File: src/rtl/lives_display.sv
// Lives counter plus a row of life-icon sprites fed from a registered 24x24 ROM; pixel path latency 3 edges, never stalls.
// Optional LIVES_BLINK_EN: blinks the icon of a just-lost life for BLINK_FRAMES frames.
module lives_display #(
  parameter int          MAX_LIVES    = 5,
  parameter int          START_LIVES  = 3,
  parameter logic [9:0]  X0           = 10'd16,
  parameter logic [9:0]  Y0           = 10'd448,
  parameter int          SPACING      = 28,
  parameter logic [3:0]  TRANSPARENT  = 4'h0,
  parameter int          BLINK_FRAMES = 32
) (
  input  logic       Clk,
  input  logic       Reset_n,
  input  logic       frame_start,
  input  logic       new_game,
  input  logic       life_lost,
  input  logic       life_gained,
  input  logic       pixel_en,
  input  logic [9:0] DrawX,
  input  logic [9:0] DrawY,
  output logic [9:0] rom_address,
  input  logic [3:0] rom_data,
  output logic       pix_valid,
  output logic [3:0] pix_index,
  output logic [2:0] lives,
  output logic       game_over
);

  localparam logic [2:0] MAX_L   = 3'(MAX_LIVES);
  localparam logic [2:0] START_L = 3'(START_LIVES);

  logic [2:0] lives_q, lives_d;
  logic       game_over_q;
  logic       lost_eff;
  logic       blink_vis;

  always_comb begin
    lives_d  = lives_q;
    lost_eff = 1'b0;
    if (new_game) begin
      lives_d = START_L;
    end else if (life_lost && life_gained) begin
      lives_d = lives_q;
    end else if (life_lost) begin
      if (lives_q != 3'd0) begin
        lives_d  = lives_q - 3'd1;
        lost_eff = 1'b1;
      end
    end else if (life_gained) begin
      if (lives_q < MAX_L) lives_d = lives_q + 3'd1;
    end
  end

  always_ff @(posedge Clk or negedge Reset_n) begin
    if (!Reset_n) begin
      lives_q     <= START_L;
      game_over_q <= 1'b0;
    end else begin
      lives_q     <= lives_d;
      game_over_q <= (lives_d == 3'd0);
    end
  end

`ifdef LIVES_BLINK_EN
  logic [7:0] blink_q, blink_d;

  // A fresh loss restarts the blink; the blinking slot is always the one at index lives.
  always_comb begin
    blink_d = blink_q;
    if (new_game)                           blink_d = 8'd0;
    else if (lost_eff)                      blink_d = 8'(BLINK_FRAMES);
    else if (frame_start && blink_q != 8'd0) blink_d = blink_q - 8'd1;
  end

  always_ff @(posedge Clk or negedge Reset_n) begin
    if (!Reset_n) blink_q <= 8'd0;
    else          blink_q <= blink_d;
  end

  assign blink_vis = (blink_q != 8'd0) && blink_q[3];
`else
  logic unused_blink;
  assign unused_blink = frame_start ^ lost_eff;
  assign blink_vis    = 1'b0;
`endif

  function automatic logic [9:0] slot_x(input int k);
    return X0 + 10'(k * SPACING);
  endfunction

  logic       geo_hit, draw_hit, y_in;
  logic [9:0] x_off, y_off, addr_d;

  always_comb begin
    geo_hit  = 1'b0;
    draw_hit = 1'b0;
    x_off    = 10'd0;
    y_in     = (DrawY >= Y0) && (DrawY < Y0 + 10'd24);
    y_off    = DrawY - Y0;
    for (int k = 0; k < MAX_LIVES; k++) begin
      if (y_in && DrawX >= slot_x(k) && DrawX < slot_x(k) + 10'd24) begin
        geo_hit = 1'b1;
        x_off   = DrawX - slot_x(k);
        if (3'(k) < lives_q || (3'(k) == lives_q && blink_vis)) draw_hit = 1'b1;
      end
    end
    addr_d = y_off * 10'd24 + x_off;
  end

  logic [9:0] addr_q;
  logic       hit_q, hit_dly_q;
  logic       pix_valid_q;
  logic [3:0] pix_index_q;

  always_ff @(posedge Clk or negedge Reset_n) begin
    if (!Reset_n) begin
      addr_q      <= 10'd0;
      hit_q       <= 1'b0;
      hit_dly_q   <= 1'b0;
      pix_valid_q <= 1'b0;
      pix_index_q <= 4'd0;
    end else begin
      if (pixel_en && geo_hit) addr_q <= addr_d;
      hit_q       <= pixel_en && draw_hit;
      hit_dly_q   <= hit_q;
      pix_valid_q <= hit_dly_q && (rom_data != TRANSPARENT);
      pix_index_q <= (hit_dly_q && (rom_data != TRANSPARENT)) ? rom_data : 4'd0;
    end
  end

  assign rom_address = addr_q;
  assign pix_valid   = pix_valid_q;
  assign pix_index   = pix_index_q;
  assign lives       = lives_q;
  assign game_over   = game_over_q;

endmodule
File: config.mk
export PLATFORM = sky130hd
export DESIGN_NAME = lives_display
export DESIGN_NICKNAME = d
export VERILOG_FILES = /design/src/rtl/lives_display.sv
export SDC_FILE = /design/constraint.sdc
export NUM_CORES = 1
export LEC_CHECK = 0
export ABC_AREA = 1
export CAP_MARGIN = 30
export CORE_UTILIZATION = 49
export DETAILED_ROUTE_END_ITERATION = 10
export PLACE_DENSITY = 0.88
export SLEW_MARGIN = 15
export SYNTH_ARGS = -nofsm -noshare
export SYNTH_HDL_FRONTEND = slang
export SYNTH_SLANG_ARGS = --single-unit
export TNS_END_PERCENT = 100
File: constraint.sdc
create_clock -name Clk -period 1.5 [get_ports Clk]
set_input_delay 0.45 -clock Clk [delete_from_list [all_inputs] [get_ports Clk]]
set_output_delay 0.45 -clock Clk [all_outputs]
set_load 0.02 [all_outputs]
==> results of run 1 <==
[per-layer routing]
metal,overflow,global-route usage (%)
met5,0,0
met4,6,74.4
met3,0,48.4
met1,0,71.3
met2,8,89.4
[repair_timing]
action	CTS
resized for setup	178
hold buffers	0
pin swaps	62
gates cloned	1
endpoints found under the setup margin	34
setup buffers	35
[stage by stage]
step / TNS [ns] / util [%] / hold WS [ns]
4_1_cts: -10.87 / 87.4 / 0.352
3_5_place_dp: -21.00 / 77.2 / 0.337
3_3_place_gp: -19.15 / 77.2 / 0.336
2_1_floorplan: -9.42 / - / 0.154
[kinds of logic after synthesis]
kind of cell	count (synthesis)	synth area share [%]
compound gates	70	15.5
flops	21	18.6
fa+ha+maj	34	15.5
buf+inv	66	10.6
simple gates	199	34.3
xor+xnor	18	5.55
[synthesized netlist by cell type (8+ instances only)]
library cell	n	area [sq um]
sky130_fd_sc_hd__dfrtp_1	19	475
sky130_fd_sc_hd__nand2_1	100	375
sky130_fd_sc_hd__o21ai_0	11	55.1
sky130_fd_sc_hd__inv_1	47	176
sky130_fd_sc_hd__ha_1	32	400
sky130_fd_sc_hd__o21ai_1	9	45.0
sky130_fd_sc_hd__nand3_1	31	155
sky130_fd_sc_hd__xor2_1	14	123
sky130_fd_sc_hd__inv_2	8	30.0
sky130_fd_sc_hd__nor2_1	30	113
sky130_fd_sc_hd__a21oi_1	25	125
==> insert_results.sql, run 1 <==
INSERT INTO impl_metrics (metric_group, metric, value, unit) VALUES
('timing', 'timing.worst_endpoint.kind', 'register data pin', ''),
('timing', 'repair-timing-grt-worst-ep', 'rom_address[8]$_DFFE_PN0P_/D', ''),
('placement', 'pre_cts_ws', '-2.35', 'ns'),
('logic_synthesis', 'synthArstFlopShare', '100', '%'),
('logic_synthesis', 'synth_nets', '473', ''),
('clocking', 'tritoncts.num_buffers', '3', ''),
('placement', 'placed_area', '4280', 'sq um'),
('placement', 'placement.io_buffers', '48', ''),
('logic_synthesis', 'ys.warnings.count', '0', ''),
('global_route', 'largest_net_degree_at_the_start_of_global_routing', '12', ''),
('die', 'pin_count', '50', ''),
('clocking', 'cts_root_buf', 'sky130_fd_sc_hd__clkbuf_8', ''),
('die', 'x_dimension_of_the_die', '78.1', 'um'),
('placement', 'place_hpwl', '7740', 'um'),
('logic_synthesis', 'syn_avg_cell_area', '6.96', 'sq um'),
('global_route', 'globalRouteTotalUtil', '70.0', '%'),
('clocking', 'clk_path_buf_depth', '2', ''),
('placement', 'placed_cells_incl_taps', '633', ''),
('placement', 'last_weighted_congestion_value_of_the_routability_driven_placer', '1.04', ''),
('die', 'fp-row-count', '27', ''),
('status', 'status', 'stopped before the end', ''),
('clocking', 'numClockSinks', '21', ''),
('logic_synthesis', 'cells_after_synthesis', '408', ''),
('status', 'first-error', '[ERROR GRT-0232] Routing congestion too high. Check the congestion heatmap in the GUI.', ''),
('clocking', 'ctsHtreeMaxLevel', '1', ''),
('logic_synthesis', 'postSynth.topFlopCell', 'sky130_fd_sc_hd__dfrtp_1', ''),
('die', 'die_height', '78.1', 'um'),
('die', 'initial_utilization', '51.3', '%'),
('logic_synthesis', 'netlist_area', '2840', 'sq um'),
('logic_synthesis', 'synth_cell_types', '45', ''),
('logic_synthesis', 'synth_seq_cells', '21', ''),
('logic_synthesis', 'synth_sequential_area_ratio', '18.6', '%'),
('status', 'outcome.stop_stage', 'global routing (5_1_grt)', ''),
('global_route', 'grt.overflow.total', '14', ''),
('logic_synthesis', 'synth-edff-count', '0', '');
==> run 2: changes to the inputs <==
Settings changed: CORE_UTILIZATION 49 to 40, PLACE_DENSITY 0.88 to default, PLACE_DENSITY_LB_ADDON from default to 0.15.
Clock period 1.5 ns to 1.95 ns, I/O delays scaled along.
==> insert_results.sql, run 2 <==
INSERT INTO impl_metrics (metric_group, metric, value, unit) VALUES
('power', 'vdd_drop_max', '0.000281', 'V'),
('clocking', 'clock_latency', '0.26', 'ns'),
('power', 'leakagePower', '2.52', 'nW'),
('die', 'fp-row-count', '30', ''),
('timing', 'final_hold_viol_count', '0', ''),
('status', 'failing_checks', 'setup timing', ''),
('die', 'initial_utilization', '41.6', '%'),
('timing', 'final-setup-viol-count', '11', ''),
('timing', 'layout_worst_path_cycle_share', '159', '%'),
('logic_synthesis', 'synth_most_common_cell', 'sky130_fd_sc_hd__nand2_1', ''),
('setup_path', 'critPathCapture', 'rom_address[7]', ''),
('setup_path', 'critical_path.cell_chain', 'dlygate4sd2_1 > buf_4 > nor2_1 > nand2_1 > nand2_2 > nand3_4 > buf_8 > buf_6 > nand4_1 > a31oi_4 > ha_4 > nand3_2 > buf_4 > buf_4 > buf_4 > buf_4 > buf_4 > nand3_2 > nand2_2 > o21ai_2', ''),
('logic_synthesis', 'netlist_area', '2840', 'sq um'),
('timing', 'final_setup_tns', '-6.89', 'ns'),
('timing', 'maxSlewHeadroom', '71.7', '%'),
('timing', 'final_max_slew_viol_count', '0', ''),
('clocking', 'cts.clk_slew.worst_paths', '0.08', 'ns'),
('final_layout', 'antenna-diode-count', '0', ''),
('final_layout', 'net_total_in_the_final_layout', '665', ''),
('logic_synthesis', 'synth_seq_cells', '21', ''),
('clocking', 'ctsHtreeMaxLevel', '1', ''),
('setup_path', 'critical_path_peak_fanout', '6', ''),
('setup_path', 'worst-path-stages', '20', ''),
('logic_synthesis', 'synth_nets', '473', ''),
('placement', 'last_weighted_congestion_value_of_the_routability_driven_placer', '0.924', ''),
('drt', 'detail_route.wl_per_cell', '14.1', 'um'),
('die', 'x_dimension_of_the_die', '86.3', 'um'),
('setup_path', 'crit-reg2reg-capture', 'game_over', ''),
('setup_path', 'highest_cell_delay_on_the_worst_timing_path', '0.32', 'ns'),
('placement', 'placed_area', '4210', 'sq um'),
('clocking', 'clk_path_buf_depth', '2', ''),
('drt', 'detailroute.via_count', '3456', ''),
('logic_synthesis', 'ys.warnings.count', '0', ''),
('final_layout', 'area_delta_synth_final', '76.4', '%'),
('logic_synthesis', 'synthArstFlopShare', '100', '%'),
('global_route', 'global_route_wire_length_before_repair', '15700', 'um'),
('die', 'design.core.area', '6830', 'sq um'),
('logic_synthesis', 'synth_commonest_cells', 'sky130_fd_sc_hd__nand2_1, sky130_fd_sc_hd__inv_1, sky130_fd_sc_hd__ha_1', ''),
('placement', 'placement.io_buffers', '48', ''),
('drt', 'post-route-drc-count', '0', ''),
('final_layout', 'final_common_cell', 'sky130_fd_sc_hd__buf_4', ''),
('setup_path', 'r2r-start', 'lives[1]', ''),
('hold_path', 'timing.hold.worst.start', 'hit_q', ''),
('setup_path', 'timing.reg2reg.worst_path_depth', '7', ''),
('logic_synthesis', 'cells_after_synthesis', '408', ''),
('hold_path', 'worst_min_delay_path_class', 'reg2reg', ''),
('placement', 'place_hpwl', '6930', 'um'),
('logic_synthesis', 'synth-edff-count', '0', ''),
('drt', 'first_pass_iters', '6', ''),
('timing', 'final.min_clock_period', '3.11', 'ns'),
('setup_path', 'worst-r2r-setup-slack', '0.20', 'ns'),
('die', 'die_height', '86.3', 'um'),
('final_layout', 'largest_register_ff_count', '10', ''),
('logic_synthesis', 'netlist_top_cells_area', 'sky130_fd_sc_hd__dfrtp_1, sky130_fd_sc_hd__ha_1, sky130_fd_sc_hd__nand2_1, sky130_fd_sc_hd__inv_1, sky130_fd_sc_hd__nand3_1', ''),
('drt', 'vias_per_cell', '4.97', ''),
('global_route', 'initial_antenna_violation_count', '0', ''),
('drt', 'antenna_violating_nets_remaining', '0', ''),
('setup_path', 'setup.worst_path.start_class', 'primary input', ''),
('setup_path', 'setup_cp_type', 'in2reg', ''),
('setup_path', 'worstPathBufferInverterCount', '9', ''),
('timing', 'grt_setup_unrepaired', 'true', ''),
('die', 'design.die.area', '7440', 'sq um'),
('final_layout', 'layout.core_utilization', '73.3', '%'),
('logic_synthesis', 'synth_cell_types', '45', ''),
('drt', 'dr.first_iter.drc_count', '182', ''),
('clocking', 'numClockSinks', '21', ''),
('timing', 'achievable_freq', '0.322', 'GHz'),
('clocking', 'tritoncts', 'built', ''),
('status', 'status', 'complete, but fails checks', ''),
('power', 'p_per_area', '349', 'nW/um^2'),
('setup_path', 'cpMaxStageDelayCell', 'sky130_fd_sc_hd__ha_4', ''),
('timing', 'timing_worst_slew_pin_value', '0.419', 'ns'),
('logic_synthesis', 'postSynth.topFlopCell', 'sky130_fd_sc_hd__dfrtp_1', ''),
('drt', 'drt_wl_total', '9780', 'um'),
('global_route', 'globalRouteTotalUtil', '26.4', '%'),
('clocking', 'tritoncts.num_buffers', '3', ''),
('setup_path', 'critPathTopFamily', 'buffers and inverters', ''),
('logic_synthesis', 'syn_avg_cell_area', '6.96', 'sq um'),
('logic_synthesis', 'synth_sequential_area_ratio', '18.6', '%'),
('final_layout', 'post_route_cells_drive_above_1_share', '49.9', '%'),
('setup_path', 'arrival_time_worst_endpoint', '3.31', 'ns'),
('global_route', 'first_global_vias', '3421', ''),
('clocking', 'cts_root_buf', 'sky130_fd_sc_hd__clkbuf_8', ''),
('die', 'pin_count', '50', ''),
('setup_path', 'required', '2.15', 'ns'),
('setup_path', 'worstSetupEndpointType', 'flop', ''),
('timing', 'fin_worst_skew', '0.000824', 'ns'),
('run', 'max-cap-violations', '0', ''),
('final_layout', 'final_cell_mix', 'sky130_fd_sc_hd__buf_4, sky130_fd_sc_hd__nand2_1, sky130_fd_sc_hd__inv_1', ''),
('setup_path', 'timing.critical_path.mode_cell', 'sky130_fd_sc_hd__buf_4', ''),
('timing', 'final.setup.worst_slack', '-1.16', 'ns'),
('global_route', 'grt.overflow.total', '0', ''),
('global_route', 'largest_net_degree_at_the_start_of_global_routing', '22', ''),
('logic_synthesis', 'synth_top_area_share', '16.7', '%'),
('final_layout', 'finalInstanceArea', '5010', 'sq um'),
('setup_path', 'startpoint', 'DrawX[1]', ''),
('logic_synthesis', 'synthDominantAreaCellType', 'sky130_fd_sc_hd__dfrtp_1', '');
## run 2: cells by family after synthesis
kind of cell | share of synthesized area [%]
compound gates | 15.5
simple gates | 34.3
buf+inv | 10.6
xor+xnor | 5.55
fa+ha+maj | 15.5
flops | 18.6
## run 2: timing repair
item	4_1_cts	5_1_grt
hold buffers	0	0
setup buffers	35	11
pin swaps	66	51
resized for setup	146	44
setup endpoints to repair	13	12
## run 2: per-layer routing
metal	track usage, %	up-vias	wire length, um
met4	5.76	0	218
li1	-	1726	-
met2	47.6	102	4830
met1	33.2	1607	4220
met3	3.81	21	510
met5	0	-	0
## run 2: report_power, final
group | switching (mW) | total [mW] | internal [mW]
sequential | 0.0352 | 0.521 | 0.486
combinational | 0.489 | 0.940 | 0.451
clock | 0.144 | 0.287 | 0.142
## run 2: stage by stage
stage	setup WS (ns)	std cells	total power, mW	hold slack [ns]
final	-1.16	695	1.75	0.361
after global placement	-1.91	647	1.33	0.340
after global routing	-1.31	695	1.86	0.380
after CTS	-1.13	685	1.70	0.368
after detailed placement	-1.99	647	1.34	0.337
after floorplan	-1.27	408	0.932	0.289
## run 2: final cells by class
cell class | count | area, sq um
multi-input combinational | 321 | 2430
fill | 516 | 1820
timing repair buffer | 193 | 1620
sequential | 21 | 528
inverter | 60 | 265
tap | 96 | 120
clock buffer | 3 | 41.3
clock inverter | 1 | 5.00
## run 2: how the worst min path moves through the flow
stage	endpoint	slack (ns)	cells past startpoint
finish	hit_dly_q	0.36	0
global route	hit_dly_q	0.38	0
CTS	hit_dly_q	0.37	0
detailed placement	hit_dly_q	0.34	0
global placement	hit_dly_q	0.34	0
floorplan	game_over	0.29	0
Note: power is estimated with default switching activity, not from simulation.
==> run 3: changes to the inputs <==
Settings changed: PLACE_DENSITY from default to 0.73, PLACE_DENSITY_LB_ADDON 0.15 to default.
==> insert_results.sql, run 3 (synthesis results as in run 2) <==
INSERT INTO impl_metrics (metric_group, metric, value, unit) VALUES
('die', 'initial_utilization', '41.6', '%'),
('drt', 'first_pass_iters', '5', ''),
('placement', 'pre_cts_ws', '-1.93', 'ns'),
('final_layout', 'net_total_in_the_final_layout', '645', ''),
('clocking', 'cts_root_buf', 'sky130_fd_sc_hd__clkbuf_8', ''),
('clocking', 'clock_latency', '0.26', 'ns'),
('global_route', 'use_met2', '48.2', '%'),
('placement', 'placement.io_buffers', '48', ''),
('timing', 'grt_setup_unrepaired', 'true', ''),
('global_route', 'met1_usage', '30.8', '%'),
('timing', 'final_setup_tns', '-8.07', 'ns'),
('setup_path', 'required', '2.11', 'ns'),
('status', 'failing_checks', 'setup timing', ''),
('placement', 'place_hpwl', '6850', 'um'),
('timing', 'final-setup-viol-count', '11', ''),
('final_layout', 'antenna-diode-count', '0', ''),
('drt', 'detailroute.via_count', '3545', ''),
('timing', 'final_max_slew_viol_count', '0', ''),
('global_route', 'global_route_wire_length_before_repair', '15800', 'um'),
('setup_path', 'setup.worst_path.start_class', 'primary input', ''),
('final_layout', 'final_common_cell', 'sky130_fd_sc_hd__buf_4', ''),
('timing', 'timing_worst_slew_pin_value', '0.446', 'ns'),
('global_route', 'busiest_layer', 'met2', ''),
('die', 'die_height', '86.3', 'um'),
('die', 'pin_count', '50', ''),
('clocking', 'tritoncts', 'built', ''),
('die', 'x_dimension_of_the_die', '86.3', 'um'),
('hold_path', 'timing.hold.worst.start', 'hit_q', ''),
('clocking', 'numClockSinks', '21', ''),
('final_layout', 'finalInstanceArea', '4900', 'sq um'),
('placement', 'placed_area', '4190', 'sq um'),
('timing', 'fin_worst_skew', '0.000644', 'ns'),
('clocking', 'cts_hold_repair.buffers', '0', ''),
('placement', 'last_weighted_congestion_value_of_the_routability_driven_placer', '0.913', ''),
('timing', 'layout_worst_path_cycle_share', '168', '%'),
('final_layout', 'final_cell_mix', 'sky130_fd_sc_hd__buf_4, sky130_fd_sc_hd__nand2_1, sky130_fd_sc_hd__inv_1', ''),
('clocking', 'tritoncts.num_buffers', '3', ''),
('setup_path', 'setup_cp_type', 'in2reg', ''),
('drt', 'vias_per_cell', '5.25', ''),
('hold_path', 'worst_min_delay_path_class', 'reg2reg', ''),
('global_route', 'first_global_vias', '3542', ''),
('global_route', 'largest_net_degree_at_the_start_of_global_routing', '22', ''),
('setup_path', 'worstSetupEndpointType', 'flop', ''),
('power', 'p_per_area', '360', 'nW/um^2'),
('clocking', 'ctsHtreeMaxLevel', '1', ''),
('die', 'design.core.area', '6830', 'sq um'),
('setup_path', 'startpoint', 'DrawY[0]', ''),
('drt', 'dr.first_iter.drc_count', '252', ''),
('global_route', 'initial_antenna_violation_count', '0', ''),
('status', 'status', 'complete, but fails checks', ''),
('setup_path', 'r2r-start', 'lives[0]', ''),
('timing', 'achievable_freq', '0.305', 'GHz'),
('timing', 'final.min_clock_period', '3.28', 'ns'),
('power', 'vdd_drop_max', '0.000294', 'V'),
('die', 'design.die.area', '7440', 'sq um'),
('final_layout', 'fillerInstances', '499', ''),
('global_route', 'grt.overflow.total', '0', ''),
('drt', 'drt_wl_total', '10600', 'um'),
('timing', 'hold_ws', '0.361', 'ns'),
('final_layout', 'area_delta_synth_final', '72.5', '%'),
('final_layout', 'post_route_cells_drive_above_1_share', '48.4', '%'),
('power', 'leakagePower', '2.43', 'nW'),
('global_route', 'grtUsageMet3', '3.90', '%'),
('timing', 'final.setup.worst_slack', '-1.33', 'ns'),
('drt', 'antenna_violating_nets_remaining', '0', ''),
('die', 'fp-row-count', '30', ''),
('clocking', 'cts.clk_slew.worst_paths', '0.07', 'ns'),
('timing', 'final_hold_viol_count', '0', ''),
('run', 'max-cap-violations', '0', ''),
('clocking', 'clk_path_buf_depth', '2', ''),
('setup_path', 'arrival_time_worst_endpoint', '3.44', 'ns'),
('setup_path', 'critical_path_peak_fanout', '5', ''),
('drt', 'post-route-drc-count', '0', ''),
('global_route', 'globalRouteTotalUtil', '26.4', '%'),
('final_layout', 'largest_register_ff_count', '10', ''),
('drt', 'detail_route.wl_per_cell', '15.6', 'um'),
('timing', 'maxSlewHeadroom', '69.9', '%');
## run 3: cell types whose count changed in the layout (fill, tap and decap cells not counted), moves of 2 or more
cell / previous run / this run
sky130_fd_sc_hd__nor2_2: 5 / 9
sky130_fd_sc_hd__nor2_4: 8 / 6
sky130_fd_sc_hd__nand3_2: 10 / 8
sky130_fd_sc_hd__nand2_1: 79 / 81
sky130_fd_sc_hd__nor2_1: 24 / 22
sky130_fd_sc_hd__o21ai_1: 10 / 8
sky130_fd_sc_hd__nand2_2: 26 / 22
sky130_fd_sc_hd__buf_4: 130 / 107
sky130_fd_sc_hd__buf_2: 6 / 8
sky130_fd_sc_hd__nand3_1: 22 / 24
sky130_fd_sc_hd__nand2_4: 7 / 9
sky130_fd_sc_hd__ha_4: 11 / 13
## run 3: power by group
group / internal (mW) / leakage, nW / switching [mW]
logic: 0.452 / 2.12 / 0.503
clock network: 0.142 / 0.0255 / 0.139
registers: 0.486 / 0.280 / 0.0429
## run 3: repair_timing
action	in CTS	in global routing
cloned	0	0
buffers inserted	18	9
resized for setup	137	55
pin swaps	60	37
endpoints found under the setup margin	14	12
## run 3: final cells by class
| cell class | count | area (sq um) | share of cell area (%) |
|---|---|---|---|
| well taps | 96 | 120 | 2.45 |
| repair buffers | 173 | 1480 | 30.2 |
| inverters | 60 | 263 | 5.36 |
| multi-input cells | 321 | 2460 | 50.2 |
| clock inverters | 1 | 5.00 | 0.102 |
| clock buffers | 3 | 41.3 | 0.843 |
| flip-flops and latches | 21 | 528 | 10.8 |
## run 3: path summary, 6_finish.rpt
path | to | cells after the start | slack, ns
min in group asynchronous | pix_valid | 2 | 0.66
worst min register to register | hit_dly_q | 0 | 0.36
worst min-delay path | hit_dly_q | 0 | 0.36
worst max-delay path | rom_address[9] | 23 | -1.33
max in group asynchronous | lives[1] | 2 | 1.02
worst max register to register | game_over | 7 | 0.18
## run 3: metal layers
metal	vias up	part of all wire, %
met4	0	4.7
met2	160	51
met1	1666	38
met5	-	0
li1	1678	-
met3	41	5.6
## run 3: metrics by stage
stage	instances	total power [mW]	utilization, %
finish	675	1.76	71.7
global route	675	1.88	71.7
CTS	666	1.69	67.8
detailed placement	647	1.34	61.4
global placement	647	1.32	61.4
floorplan	408	0.932	-
## run 3: worst max-delay path, stage by stage
cell	delay, ns
sky130_fd_sc_hd__clkdlybuf4s15_1	0.26
sky130_fd_sc_hd__nor2_4	0.16
sky130_fd_sc_hd__nand2_1	0.06
sky130_fd_sc_hd__nand2_1	0.08
sky130_fd_sc_hd__nand3_2	0.07
sky130_fd_sc_hd__buf_6	0.14
sky130_fd_sc_hd__nor3_4	0.29
sky130_fd_sc_hd__buf_6	0.18
sky130_fd_sc_hd__inv_6	0.05
sky130_fd_sc_hd__o211ai_2	0.18
sky130_fd_sc_hd__nand2_2	0.13
sky130_fd_sc_hd__fa_2	0.42
sky130_fd_sc_hd__nand3_2	0.10
sky130_fd_sc_hd__nand2_2	0.06
sky130_fd_sc_hd__nand2_2	0.07
sky130_fd_sc_hd__nand2_2	0.05
sky130_fd_sc_hd__a21oi_2	0.15
sky130_fd_sc_hd__or2_4	0.15
sky130_fd_sc_hd__nand2_4	0.05
sky130_fd_sc_hd__inv_2	0.04
sky130_fd_sc_hd__nand2_2	0.04
sky130_fd_sc_hd__nand3_2	0.07
sky130_fd_sc_hd__nand2_1	0.05
